==> config.mk <==
export PLATFORM = sky130hd
export DESIGN_NAME = interface_rr_bus_controller
export DESIGN_NICKNAME = d
export VERILOG_FILES = /design/src/rtl/interface_rr_bus_controller.sv
export SDC_FILE = /design/constraint.sdc
export NUM_CORES = 1
export LEC_CHECK = 0
export CAP_MARGIN = 25
export CORE_AREA = 2 2 160 162
export DETAILED_ROUTE_END_ITERATION = 12
export DIE_AREA = 0 0 162 164
export SLEW_MARGIN = 10
export SYNTH_ARGS = -nofsm -noshare
export SYNTH_HDL_FRONTEND = slang
export SYNTH_SLANG_ARGS = --single-unit
==> constraint.sdc <==
create_clock -name clk_i -period 5.1 [get_ports clk_i]
set_clock_uncertainty 0.15 [all_clocks]
set_input_delay 1.02 -clock clk_i [delete_from_list [all_inputs] [get_ports clk_i]]
set_output_delay 1.02 -clock clk_i [all_outputs]
set_load 0.02 [all_outputs]
==> src/rtl/interface_rr_bus_controller.sv <==
`default_nettype none
// ============================================================================
// Module  : interface_rr_bus_controller
// Brief   : Round-robin arbiter that shares one downstream request/response
//           port among IN_COUNT requesters, one locked transaction at a time.
// Rev     : 1.0  initial release
// ============================================================================
module interface_rr_bus_controller #(
    parameter int IN_COUNT = 4,
    parameter int ADDR_W   = 32,
    parameter int DATA_W   = 32,
    parameter int SEL_W    = ($clog2(IN_COUNT) < 1 ? 1 : $clog2(IN_COUNT))
) (
    input  logic                         clk_i,
    input  logic                         reset_i,
    input  logic [IN_COUNT-1:0]          req_valid_i,
    output logic [IN_COUNT-1:0]          req_ready_o,
    input  logic [IN_COUNT*ADDR_W-1:0]   req_addr_i,
    input  logic [IN_COUNT-1:0]          req_we_i,
    input  logic [IN_COUNT*DATA_W-1:0]   req_wdata_i,
    output logic [IN_COUNT-1:0]          resp_valid_o,
    output logic [DATA_W-1:0]            resp_rdata_o,
    output logic                         m_req_valid_o,
    input  logic                         m_req_ready_i,
    output logic [ADDR_W-1:0]            m_addr_o,
    output logic                         m_we_o,
    output logic [DATA_W-1:0]            m_wdata_o,
    input  logic                         m_resp_valid_i,
    input  logic [DATA_W-1:0]            m_rdata_i,
    output logic [SEL_W-1:0]             grant_o,
    output logic                         busy_o
);

    typedef enum logic [1:0] {
        ST_IDLE  = 2'd0,
        ST_ISSUE = 2'd1,
        ST_WAIT  = 2'd2
    } state_t;

    localparam logic [SEL_W-1:0] C_LAST_RST = SEL_W'(IN_COUNT - 1);
    localparam logic [SEL_W:0]   C_COUNT    = (SEL_W+1)'(IN_COUNT);

    state_t               r_state;
    state_t               w_state_nxt;
    logic [SEL_W-1:0]     r_last_grant;
    logic [SEL_W-1:0]     r_grant;
    logic [ADDR_W-1:0]    r_addr;
    logic                 r_we;
    logic [DATA_W-1:0]    r_wdata;
    logic [IN_COUNT-1:0]  r_resp_valid;
    logic [DATA_W-1:0]    r_resp_rdata;

    logic [SEL_W:0]       w_sum;
    logic [SEL_W-1:0]     w_idx;
    logic [SEL_W-1:0]     w_pick;
    logic                 w_any;
    logic                 w_accept;
    logic                 w_resp_evt;
    logic [IN_COUNT-1:0]  w_pick_onehot;
    logic [IN_COUNT-1:0]  w_grant_onehot;

    // Scan last+1, last+2, ... with an explicit wrap so that IN_COUNT need
    // not be a power of two; the extra bit in w_sum holds the carry.
    always_comb begin
        w_pick = '0;
        w_any  = 1'b0;
        w_sum  = '0;
        w_idx  = '0;
        for (int i = 1; i <= IN_COUNT; i++) begin
            w_sum = {1'b0, r_last_grant} + (SEL_W+1)'(i);
            if (w_sum >= C_COUNT) begin
                w_sum = w_sum - C_COUNT;
            end
            w_idx = w_sum[SEL_W-1:0];
            if (!w_any && req_valid_i[w_idx]) begin
                w_pick = w_idx;
                w_any  = 1'b1;
            end
        end
    end

    assign w_pick_onehot  = IN_COUNT'(1) << w_pick;
    assign w_grant_onehot = IN_COUNT'(1) << r_grant;

    always_comb begin
        w_state_nxt   = r_state;
        req_ready_o   = '0;
        m_req_valid_o = 1'b0;
        w_accept      = 1'b0;
        w_resp_evt    = 1'b0;
        case (r_state)
            ST_IDLE: begin
                if (w_any) begin
                    req_ready_o = w_pick_onehot;
                    w_accept    = 1'b1;
                    w_state_nxt = ST_ISSUE;
                end
            end
            ST_ISSUE: begin
                m_req_valid_o = 1'b1;
                if (m_req_ready_i) begin
                    // A slave may answer in the accept cycle itself.
                    if (m_resp_valid_i) begin
                        w_resp_evt  = 1'b1;
                        w_state_nxt = ST_IDLE;
                    end else begin
                        w_state_nxt = ST_WAIT;
                    end
                end
            end
            ST_WAIT: begin
                if (m_resp_valid_i) begin
                    w_resp_evt  = 1'b1;
                    w_state_nxt = ST_IDLE;
                end
            end
            default: w_state_nxt = ST_IDLE;
        endcase
    end

    always_ff @(posedge clk_i or posedge reset_i) begin
        if (reset_i) begin
            r_state      <= ST_IDLE;
            r_last_grant <= C_LAST_RST;
            r_grant      <= '0;
            r_addr       <= '0;
            r_we         <= 1'b0;
            r_wdata      <= '0;
            r_resp_valid <= '0;
            r_resp_rdata <= '0;
        end else begin
            r_state      <= w_state_nxt;
            r_resp_valid <= w_resp_evt ? w_grant_onehot : '0;
            if (w_resp_evt) begin
                r_resp_rdata <= m_rdata_i;
            end
            if (w_accept) begin
                r_grant      <= w_pick;
                r_last_grant <= w_pick;
                r_addr       <= req_addr_i[w_pick*ADDR_W +: ADDR_W];
                r_we         <= req_we_i[w_pick];
                r_wdata      <= req_wdata_i[w_pick*DATA_W +: DATA_W];
            end
        end
    end

    assign resp_valid_o = r_resp_valid;
    assign resp_rdata_o = r_resp_rdata;
    assign m_addr_o     = r_addr;
    assign m_we_o       = r_we;
    assign m_wdata_o    = r_wdata;
    assign grant_o      = r_grant;
    assign busy_o       = (r_state != ST_IDLE);

endmodule
`default_nettype wire
==> impl_metrics.json <==
{
  "cts_resized": 0,
  "status": "complete, no violations",
  "worstPathArrival_ns": 3.58,
  "synthToLayoutAreaGrowth_pct": 76.0,
  "crit_chain": "clkdlybuf4s50_1 -> nand2_1 -> a21o_1 -> a222oi_1 -> and3_1 -> clkdlybuf4s50_1",
  "finalSetupViolCount": 0,
  "synth_area_leaders": "dfrtp_1 (42%), mux2i_1 (10%), o21ai_0 (7.0%)",
  "start_util_pct": 25.0,
  "clock_latency_ns": 0.35,
  "crit_slowest_cell": "clkdlybuf4s50_1",
  "die_y_um": 164,
  "end_kind": "primary output",
  "cts_sinks": 107,
  "placed_area_sq_mm": 0.0106,
  "max_slew_margin_pct": 29.7,
  "synth_edf_count": 0,
  "grt_pass1_wl_um": 39400,
  "nets": 1329,
  "dpl.hpwl_um": 19900,
  "final_max_slew_viol_count": 0,
  "synth_cells": 653,
  "synth_async_sr_flop_share_pct": 100,
  "clk_pin_slew_worst_paths_ns": 0.09,
  "worst-path-buf-inv": 2,
  "start_kind": "input pin",
  "ios": 409,
  "ys_seq_area_share_pct": 43.1,
  "crit_required_ns": 3.93,
  "grt_max_degree": 78,
  "nFillCells": 2433,
  "path_class": "in2out",
  "dp_slack_ns": 0.427,
  "grt_pass1_vias": 6634,
  "cts_max_level": 3,
  "grt_antenna_before_repair": 2,
  "hold_viol_final": 0,
  "synth.distinct_cells": 37,
  "synth_top_area_cell": "dfrtp_1",
  "synth_top_area_share_pct": 42.3,
  "gp_congestion": 0.786,
  "cpMostUsedCell": "clkdlybuf4s50_1",
  "grt_overflow_total": 0,
  "synth_ff_type": "dfrtp_1",
  "cts_buffers": 9,
  "min_period_ns": 4.75,
  "fin_setup_tns_ns": 0,
  "worstMarginPinSlew_ns": 1.05,
  "wl_per_cell_um": 19.8,
  "cts_tree": "yes",
  "layout_common_cells": "clkdlybuf4s50_1 (408), dfrtp_1 (105), nor2_1 (89)",
  "die_area_sq_mm": 0.0266,
  "slowest_delay_ns": 0.74,
  "multi_input_area_sq_mm": 0.00319,
  "drive_gt1_share_pct": 7.27,
  "power.density_mw_per_mm2": 550,
  "totalWireLength_um": 27000,
  "layout_setup_ws_ns": 0.351,
  "p_leak_nw": 4.54,
  "syn_area_per_cell_sq_um": 9.51,
  "rsz0062_at_grt": "false",
  "clk_path_buf_depth": 2,
  "yosys_warnings": 0,
  "fin_crit_sh_pct": 93.1,
  "fmax_mhz": 211,
  "core-area_sq_mm": 0.0248,
  "clock-root-buffer": "clkbuf_16",
  "min_path_type": "reg2reg",
  "syn_nets": 956,
  "max-vdd-ir-drop_mv": 0.441,
  "cts_setup_buffers": 0,
  "die_w_um": 162,
  "drtIter0Drc": 364,
  "mappedNetlistArea_sq_mm": 0.00621,
  "cp_max_fo": 9,
  "regArea_sq_mm": 0.00268,
  "first_pass_iters": 5,
  "vias_per_cell": 4.93,
  "rows": 58,
  "cts_hold_buffers": 0,
  "drc": 0,
  "gr-usage-all-layers_pct": 19.5,
  "final_common_cell": "clkdlybuf4s50_1",
  "portBuffers": 408,
  "stdcell_area_sq_mm": 0.0109,
  "drv_cap": 0,
  "path_delay_family": "buffers and inverters",
  "antenna_left": 0,
  "vias": 6716,
  "ys_ff_latch": 107
}
## sequential cells by signal, indices dropped and copies added, names as in the netlist
register / cells
m_addr_o: 32
m_wdata_o: 32
resp_rdata_o: 32
resp_valid_o: 4
grant_o: 2
r_last_grant: 2
r_state: 2
m_we_o: 1
## logic make-up after synthesis
family	count (synthesis)	share of synthesized area, %
AOI/OAI and AO/OA	241	25.8
adders and majority gates	3	0.604
buffers and inverters	88	6.40
DFF	107	43.1
muxes	97	16.3
and+or+nand+nor	117	7.81
## through the flow
| step | total power, mW | utilization (%) | hold WS (ns) | instances |
|---|---|---|---|---|
| 3_3_place_gp | 5.23 | 42.6 | 0.340 | 1344 |
| 3_5_place_dp | 5.28 | 42.8 | 0.345 | 1345 |
| 5_1_grt | 6.42 | 44.1 | 0.372 | 1362 |
| 2_1_floorplan | 3.69 | - | 0.342 | 653 |
| 6_report | 6.02 | 44.1 | 0.361 | 1362 |
| 4_1_cts | 6.09 | 44.0 | 0.364 | 1361 |
## area by class of cell
class	instances	area share [%]
Timing Repair Buffer	423	38.7
Tap cell	330	3.78
Clock inverter	7	0.858
Clock buffer	9	2.06
Inverter	27	0.950
Multi-Input combinational cell	458	29.1
Antenna cell	1	0.0229
Sequential cell	107	24.5
## Yosys cell counts, types with 2 or more instances
master / instances
dfrtp_1: 105
nor2_1: 90
o21ai_0: 87
o22ai_1: 67
mux2i_1: 65
a221oi_1: 48
clkbuf_1: 37
mux2_2: 32
inv_1: 27
o211a_1: 18
buf_2: 14
nand2_1: 12
buf_4: 7
a21oi_1: 6
and3_1: 4
ha_1: 3
nor2b_1: 3
nor3_1: 3
o21a_1: 3
buf_8: 2
dfstp_2: 2
o211ai_1: 2
o21ai_1: 2
## final timing paths
check / to / cells after the start / from / slack (ns)
worst min register to register: resp_rdata_o[9] / 1 / resp_rdata_o[9] / 0.36
max in group asynchronous: resp_rdata_o[4] / 4 / reset_i / 3.03
worst max register to register: m_addr_o[7] / 6 / r_last_grant[1] / 2.16
worst min-delay path: resp_rdata_o[9] / 1 / resp_rdata_o[9] / 0.36
min in group asynchronous: m_addr_o[29] / 2 / reset_i / 0.88
worst max-delay path: req_ready_o[2] / 6 / req_valid_i[0] / 0.35
## worst register-to-register path, delay by kind of cell, from the launching register on
family | cells | cell delay, ns
simple gates | 1 | 0.09
compound gates | 3 | 0.82
mux | 1 | 0.37
buf+inv | 1 | 0.68
flops | 1 | 0.71
## metal layers
| layer | vias up | wire (um) | global-route usage (%) |
|---|---|---|---|
| met3 | 46 | 2000 | 3.89 |
| li1 | 3184 | - | - |
| met5 | - | 13 | 0 |
| met4 | 2 | 850 | 7.68 |
| met1 | 3182 | 11000 | 24.2 |
| met2 | 302 | 13200 | 33.4 |
## report_power, final
group	leakage, nW	internal, mW	switching (mW)
Clock	0.153	0.396	0.372
Sequential	1.23	1.28	0.307
Combinational	3.16	1.69	1.97
Note: power is estimated with default switching activity, not from simulation.
